## src/rtl/lfsr_arbiter.sv

```systemverilog
// Two-way round-robin arbiter and sequencer for the shared 4-bit LFSR.
// Grants a requester, seeds the LFSR, and packs len serial bits into a word.
module lfsr_arbiter #(
  parameter int WIDTH = 8,
  parameter int LW    = 4
) (
  input  logic             i_clk,
  input  logic             i_rst,
  input  logic [1:0]       i_req,
  input  logic [3:0]       i_seed0,
  input  logic [3:0]       i_seed1,
  input  logic [LW-1:0]    i_len0,
  input  logic [LW-1:0]    i_len1,
  input  logic             i_lfsr_q,
  output logic             o_lfsr_load,
  output logic [3:0]       o_lfsr_seed,
  output logic [1:0]       o_gnt,
  output logic             o_busy,
  output logic [1:0]       o_done,
  output logic [WIDTH-1:0] o_data
);

  typedef enum logic [1:0] {S_IDLE, S_LOAD, S_RUN, S_DONE} state_t;

  localparam logic [LW-1:0] LP_WIDTH = LW'(WIDTH);

  state_t          r_state;
  logic            r_prio;
  logic [LW-1:0]   r_len;
  logic [LW-1:0]   r_cnt;
  logic [WIDTH-2:0] r_cap;

  logic            w_pick;
  logic [3:0]      w_seed_raw;
  logic [3:0]      w_seed;
  logic [LW-1:0]   w_len_raw;
  logic [LW-1:0]   w_len;
  logic [WIDTH-1:0] w_cap_next;

  // Contention goes to the pointer; a lone requester wins outright.
  assign w_pick     = (i_req == 2'b11) ? r_prio : i_req[1];
  assign w_seed_raw = w_pick ? i_seed1 : i_seed0;
  assign w_len_raw  = w_pick ? i_len1 : i_len0;
  assign w_seed     = (w_seed_raw == 4'b0000) ? 4'b0001 : w_seed_raw;
  assign w_len      = ((w_len_raw == '0) || (w_len_raw > LP_WIDTH)) ? LP_WIDTH : w_len_raw;
  assign w_cap_next = {r_cap, i_lfsr_q};

  always_ff @(posedge i_clk or posedge i_rst) begin
    if (i_rst) begin
      r_state     <= S_IDLE;
      r_prio      <= 1'b0;
      r_len       <= '0;
      r_cnt       <= '0;
      r_cap       <= '0;
      o_lfsr_load <= 1'b0;
      o_lfsr_seed <= 4'b0000;
      o_gnt       <= 2'b00;
      o_busy      <= 1'b0;
      o_done      <= 2'b00;
      o_data      <= '0;
    end else begin
      o_done <= 2'b00;
      case (r_state)
        S_IDLE: begin
          if (|i_req) begin
            o_gnt       <= w_pick ? 2'b10 : 2'b01;
            r_prio      <= ~w_pick;
            r_len       <= w_len;
            o_lfsr_seed <= w_seed;
            o_lfsr_load <= 1'b1;
            o_busy      <= 1'b1;
            r_state     <= S_LOAD;
          end
        end
        S_LOAD: begin
          o_lfsr_load <= 1'b0;
          o_lfsr_seed <= 4'b0000;
          r_cnt       <= '0;
          r_cap       <= '0;
          r_state     <= S_RUN;
        end
        S_RUN: begin
          // Capture starts cleared, so bits above len-1 stay zero.
          r_cap <= w_cap_next[WIDTH-2:0];
          r_cnt <= r_cnt + LW'(1);
          if (r_cnt == r_len - LW'(1)) begin
            o_data  <= w_cap_next;
            o_done  <= o_gnt;
            r_state <= S_DONE;
          end
        end
        S_DONE: begin
          o_gnt   <= 2'b00;
          o_busy  <= 1'b0;
          r_state <= S_IDLE;
        end
        default: r_state <= S_IDLE;
      endcase
    end
  end

endmodule

```

## config.mk

```make
export PLATFORM = sky130hd
export DESIGN_NAME = lfsr_arbiter
export DESIGN_NICKNAME = d
export VERILOG_FILES = /design/src/rtl/lfsr_arbiter.sv
export SDC_FILE = /design/constraint.sdc
export NUM_CORES = 1
export LEC_CHECK = 0
export ABC_AREA = 1
export CAP_MARGIN = 10
export CORE_MARGIN = 5
export CORE_UTILIZATION = 52
export DETAILED_ROUTE_END_ITERATION = 10
export GPL_TIMING_DRIVEN = 0
export PLACE_DENSITY = 0.81
export SYNTH_ARGS = -nofsm -noshare
export SYNTH_HDL_FRONTEND = slang
export SYNTH_SLANG_ARGS = --single-unit
```

## constraint.sdc

```tcl
create_clock -name i_clk -period 3.26 [get_ports i_clk]
set_input_delay 0.652 -clock i_clk [delete_from_list [all_inputs] [get_ports i_clk]]
set_output_delay 0.652 -clock i_clk [all_outputs]
set_load 0.03 [all_outputs]
```

# Word-level counts from Yosys, hierarchy flattened

Index checks and enable logic that the tools add are counted.

Equal/unequal tests: 7
Multiplexer cells: 20
Bitwise logic cells: 1
$lt $le $gt $ge: 1
$add $sub $neg: 2
Reduce and logical (&&, ||, !) cells: 13

Operator list:

| kind                  | number |
|---|---|
| $mux W4               | 5 |
| $pmux W4 S2           | 2 |
| $pmux W7 S2           | 1 |
| $mux W2               | 6 |
| $reduce_and A2 Y1     | 5 |
| $logic_not A4 Y1      | 2 |
| $pmux W2 S4           | 1 |
| $eq A2 B2 Y1 const B  | 3 |
| $reduce_bool A2 Y1    | 3 |
| $add A4 B1 Y4 const B | 1 |
| $eq A4 B4 Y1          | 1 |
| $gt A4 B4 Y1 const B  | 1 |
| $ne A2 B2 Y1 const B  | 2 |
| $pmux W1 S2           | 2 |
| $pmux W2 S2           | 1 |
| $sub A4 B1 Y4 const B | 1 |
| $eq A2 B1 Y1 const B  | 1 |
| $logic_not A2 Y1      | 1 |
| $mux W1               | 2 |
| $reduce_or A2 Y1      | 1 |
| $logic_or A1 B1 Y1    | 1 |
| $not A1 Y1            | 1 |

Register bits after elaboration: 36

# Logic depth before layout (Yosys ltp)

Depth after elaboration: 7
Gate-level depth with buffers: 12
Depth with buffers taken out: 12

# Worst setup path after synthesis

Ideal clock, no wire load.

Kind: input to register
From: input port i_req[1]
To: register r_len[0]
Arrival time: 1450 ps
Setup slack: 1693 ps
Stages on the path: 9
Cells stage by stage: buf_2 > o21ai_4 > inv_1 > nand2_1 > inv_1 > nand2_1 > nand2_1 > nand2_1 > nand2_1

Cells in the longest elaborated chain, start to end: 6

Ends and longest elaborated chain:

| item                                                    | line | text |
|---|---|---|
| from (decl)                                             | 9    | `input logic [1:0] i_req,` |
| $eq A2 B2 Y1                                            | 41   | `assign w_pick = (i_req == 2'b11) ? r_prio : i_req[1];` |
| $mux W1                                                 | 41   |  |
| $mux W4                                                 | 43   | `assign w_len_raw = w_pick ? i_len1 : i_len0;` |
| $gt A4 B4 Y1 / $logic_not A4 Y1 (equally long branches) | 45   | `assign w_len = ((w_len_raw == '0) \|\| (w_len_raw > LP_WIDTH)) ? LP_WIDTH : w_len_raw;` |
| $logic_or A1 B1 Y1                                      | 45   |  |
| $mux W4                                                 | 45   |  |
| to (signal assigned)                                    | 68   | `r_len <= w_len;` |
| to (decl)                                               | 29   | `logic [LW-1:0] r_len;` |

Several ways; a longest one is shown, not always the timed one.
A chain may end at the register's enable or synchronous reset.

# Worst setup path in the final report

From: register o_busy
To: output port o_busy

RTL lines:

| item                   | line | text |
|---|---|---|
| from (decl)            | 18   | `output logic o_busy,` |
| from (signal assigned) | 58   | `o_busy <= 1'b0;` |
| from (signal assigned) | 71   | `o_busy <= 1'b1;` |
| from (signal assigned) | 94   | `o_busy <= 1'b0;` |

No word-level cell between the ends.

==> impl_metrics.csv <==
group,metric,value,unit
clock_network,ctsHoldBuffers,0,
placement,dp.cells,304,
logic_synthesis,synth.avg_cell_area,8.542,um^2
critical_path,crit_chain,"clkdlybuf4s50_1",
routing,vias,1549,
layout,stdcell_count,312,
critical_path,path_class,"flip-flop to primary output",
timing,setup_viol,0,
floorplanning,die_y,70.12,um
power_and_ir_drop,power.density,790.5,nW/um^2
logic_synthesis,yosys_warnings,0,
global_routing,overflow,0,
critical_path,timing.rr.end,"o_data[2]$_DFFE_PP0P_",
hold_path,hold_class,"flip-flop to flip-flop",
timing,setup-tns-final,0,ns
timing,hold_viol_final,0,
logic_synthesis,syn_nets,248,
routing,vias_per_cell,4.965,
clock_network,htreeDepth,2,
layout,layout.cells.most_common,"nand2_1",
timing,max_freq,486.7,MHz
routing,drtIter0Drc,65,
placement,dpl-instance-area,2335,um^2
critical_path,crit_path_start_kind,"flip-flop",
global_routing,grt.total_usage,17.26,%
layout,diodes,0,
timing,tightest_slew,0.6658,ns
timing,fin_crit_sh,63.03,%
logic_synthesis,synth.distinct_cells,28,
floorplanning,core_area,3416,um^2
critical_path,slowest_stage,"clkdlybuf4s50_1",
logic_synthesis,synth_top_area_share,47.94,%
critical_path,rrSetupSlack,1.57,ns
routing,drc_errors,0,
global_routing,grt_pass1_wl,6775,um
global_routing,antenna_found_initial,0,
critical_path,r2r-start,"r_len[0]$_DFFE_PP0P_",
placement,gp_congestion,0.8250,
power_and_ir_drop,p_leak,1.179,nW
routing,drt-pass1-iter-count,4,
routing,wl,3886,um
critical_path,cpPeakStageDelay,0.68,ns
layout,layout_common_cells,"nand2_1 (56), inv_1 (44), clkdlybuf4s50_1 (37)",
logic_synthesis,yosysSeqAreaShare,47.94,%
timing,slew_violations,0,
clock_network,root_buffer,"clkbuf_4",
timing,clock_skew,0.007399,ns
critical_path,cp.arrival,1.40,ns
timing,grt_setup_unrepaired,"no",
clock_network,cts_tree,"built",
placement,dp_hpwl,2956,um
clock_network,cts_resized,0,
clock_network,clock_latency,0.33,ns
logic_synthesis,synth_area_leaders,"dfrtp_1 (48%), nand2_1 (11%), inv_1 (8.8%)",
clock_network,cts_buffers,5,
run_status,status,"complete, no violations",
hold_path,whs_path_depth,2,
timing,min_period,2.055,ns
timing,finalWorstSetupSlack,1.205,ns
layout,final_nets,293,
global_routing,grt_pass1_vias,1533,
power_and_ir_drop,ir_worst_vdd,0.5127,mV
logic_synthesis,synth_largest_area_cell,"dfrtp_1",
clock_network,cts_sinks,36,
routing,wl_per_cell,12.46,um
global_routing,grt_max_degree,23,
critical_path,critPathCaptureType,"primary output",
critical_path,critPathRequiredTime,2.61,ns
hold_path,whs_endpoint,"o_data[4]$_DFFE_PP0P_",
clock_network,cts_setup_buffers,0,
logic_synthesis,synthCells,220,
job,max_cap_violations,0,
logic_synthesis,synthesis.area,1879,um^2
critical_path,reg2reg_depth,7,
routing,drtAntennaViolNets,0,
clock_network,path_clk_slew,0.10,ns
timing,whs,0.4905,ns
clock_network,cts.path.max_buffers,2,
floorplanning,die_w,70.12,um
critical_path,crit_buf_inv,1,
layout,drive_above_1_share,11.28,%
logic_synthesis,ys_ff_latch,36,
hold_path,hp-start,"o_data[4]$_DFFE_PP0P_",
layout,syn_to_final_growth,28.30,%
critical_path,path_max_fanout,2,
floorplanning,io_pins,39,
critical_path,crit_family,"buffers and inverters",
layout,fin_area,2411,um^2
placement,dp_worst_setup_slack,1.105,ns
placement,io_buffers,37,
floorplanning,start_util,55.02,%
floorplanning,die_area,4916,um^2
floorplanning,rows,21,
timing,slew_headroom,55.56,%
[worst reg2reg max path: cells and delay by family (launching register included)]
family / cells / cell delay, ns
DFF: 1 / 0.43
adders and majority gates: 1 / 0.31
and+or+nand+nor: 2 / 0.31
buffers and inverters: 2 / 0.30
xor gates and xnor gates: 1 / 0.16
AOI/OAI and AO/OA: 1 / 0.12
[stage by stage]
step	power, mW	utilization (%)
after floorplan	1.328	-
after global placement	1.572	67.55
after detailed placement	1.603	68.35
after CTS	1.919	70.59
after global routing	2.064	70.59
final	1.906	70.59
[kinds of logic (layout without fill, tap and decap cells)]
group                      after synthesis  in the layout  share of synthesized area (%)
buffers and inverters                   48             94                          10.45
AOI/OAI and AO/OA                       40             40                          14.71
DFF                                     36             36                          47.94
and+or+nand+nor                         87             87                          21.31
adders and majority gates                7              7                          4.660
xor gates and xnor gates                 2              2                         0.9323
[Yosys cell counts]
| cell | n |
|---|---|
| a211oi_1 | 1 |
| a21boi_0 | 1 |
| a21oi_1 | 2 |
| a22oi_1 | 1 |
| buf_2 | 1 |
| buf_6 | 2 |
| clkbuf_1 | 1 |
| dfrtp_1 | 36 |
| ha_1 | 7 |
| inv_1 | 44 |
| nand2_1 | 56 |
| nand2_2 | 2 |
| nand2_4 | 1 |
| nand3_1 | 12 |
| nand3b_1 | 3 |
| nand4_4 | 1 |
| nor2_1 | 7 |
| nor2_2 | 2 |
| nor2_4 | 1 |
| nor4_1 | 1 |
| o21a_1 | 1 |
| o21ai_0 | 7 |
| o21ai_1 | 2 |
| o21ai_2 | 10 |
| o21ai_4 | 1 |
| o22ai_1 | 14 |
| or2_2 | 1 |
| xnor2_1 | 2 |
[how the worst max path moves through the flow]
stage                                from                    endpoint  slack, ns  cells past startpoint
floorplan                        i_req[1]        r_len[0]$_DFFE_PP0P_       1.69                      9
global placement                    i_rst        r_cnt[2]$_DFFE_PP0P_       1.02                      2
detailed placement               i_req[0]  o_lfsr_seed[0]$_DFFE_PP0P_       1.10                     10
CTS                  o_gnt[0]$_DFFE_PP0P_                    o_gnt[0]       1.17                      1
global route        o_data[0]$_DFFE_PP0P_                   o_data[0]       1.13                      1
finish                 o_busy$_DFFE_PP0P_                      o_busy       1.21                      1
[flip-flops by register name (all words and copies together) (netlist names)]
register and cells:
o_data 8, r_cap 7, o_lfsr_seed 4, r_cnt 4
r_len 4, o_done 2, o_gnt 2, r_state 2
o_busy 1, o_lfsr_load 1, r_prio 1
[power breakdown]
group	switching (mW)	internal, mW	total, mW
logic	0.595	0.358	0.953
clock network	0.147	0.161	0.308
registers	0.0806	0.565	0.645
total	0.822	1.08	1.91
[final cells by class]
cell class | count | area, um^2
clock inverter | 2 | 35.03
fill | 275 | 1005
buffer | 4 | 31.28
clock buffer | 6 | 41.29
timing repair buffer | 38 | 397.9
tap | 46 | 57.56
inverter | 44 | 165.2
sequential | 36 | 900.9
multi-input combinational | 136 | 782.0
[layer usage]
metal  up-vias  share of wire (%)  GRT usage, %  wire length [um]
met5         -                  0             0                 0
met3         4                5.0         4.878               193
met4         0                1.2         6.170                46
met1       718                 45         22.38              1752
li1        789                  -             -                 -
met2        38                 49         27.60              1894
(Power assumes the default switching activity.)
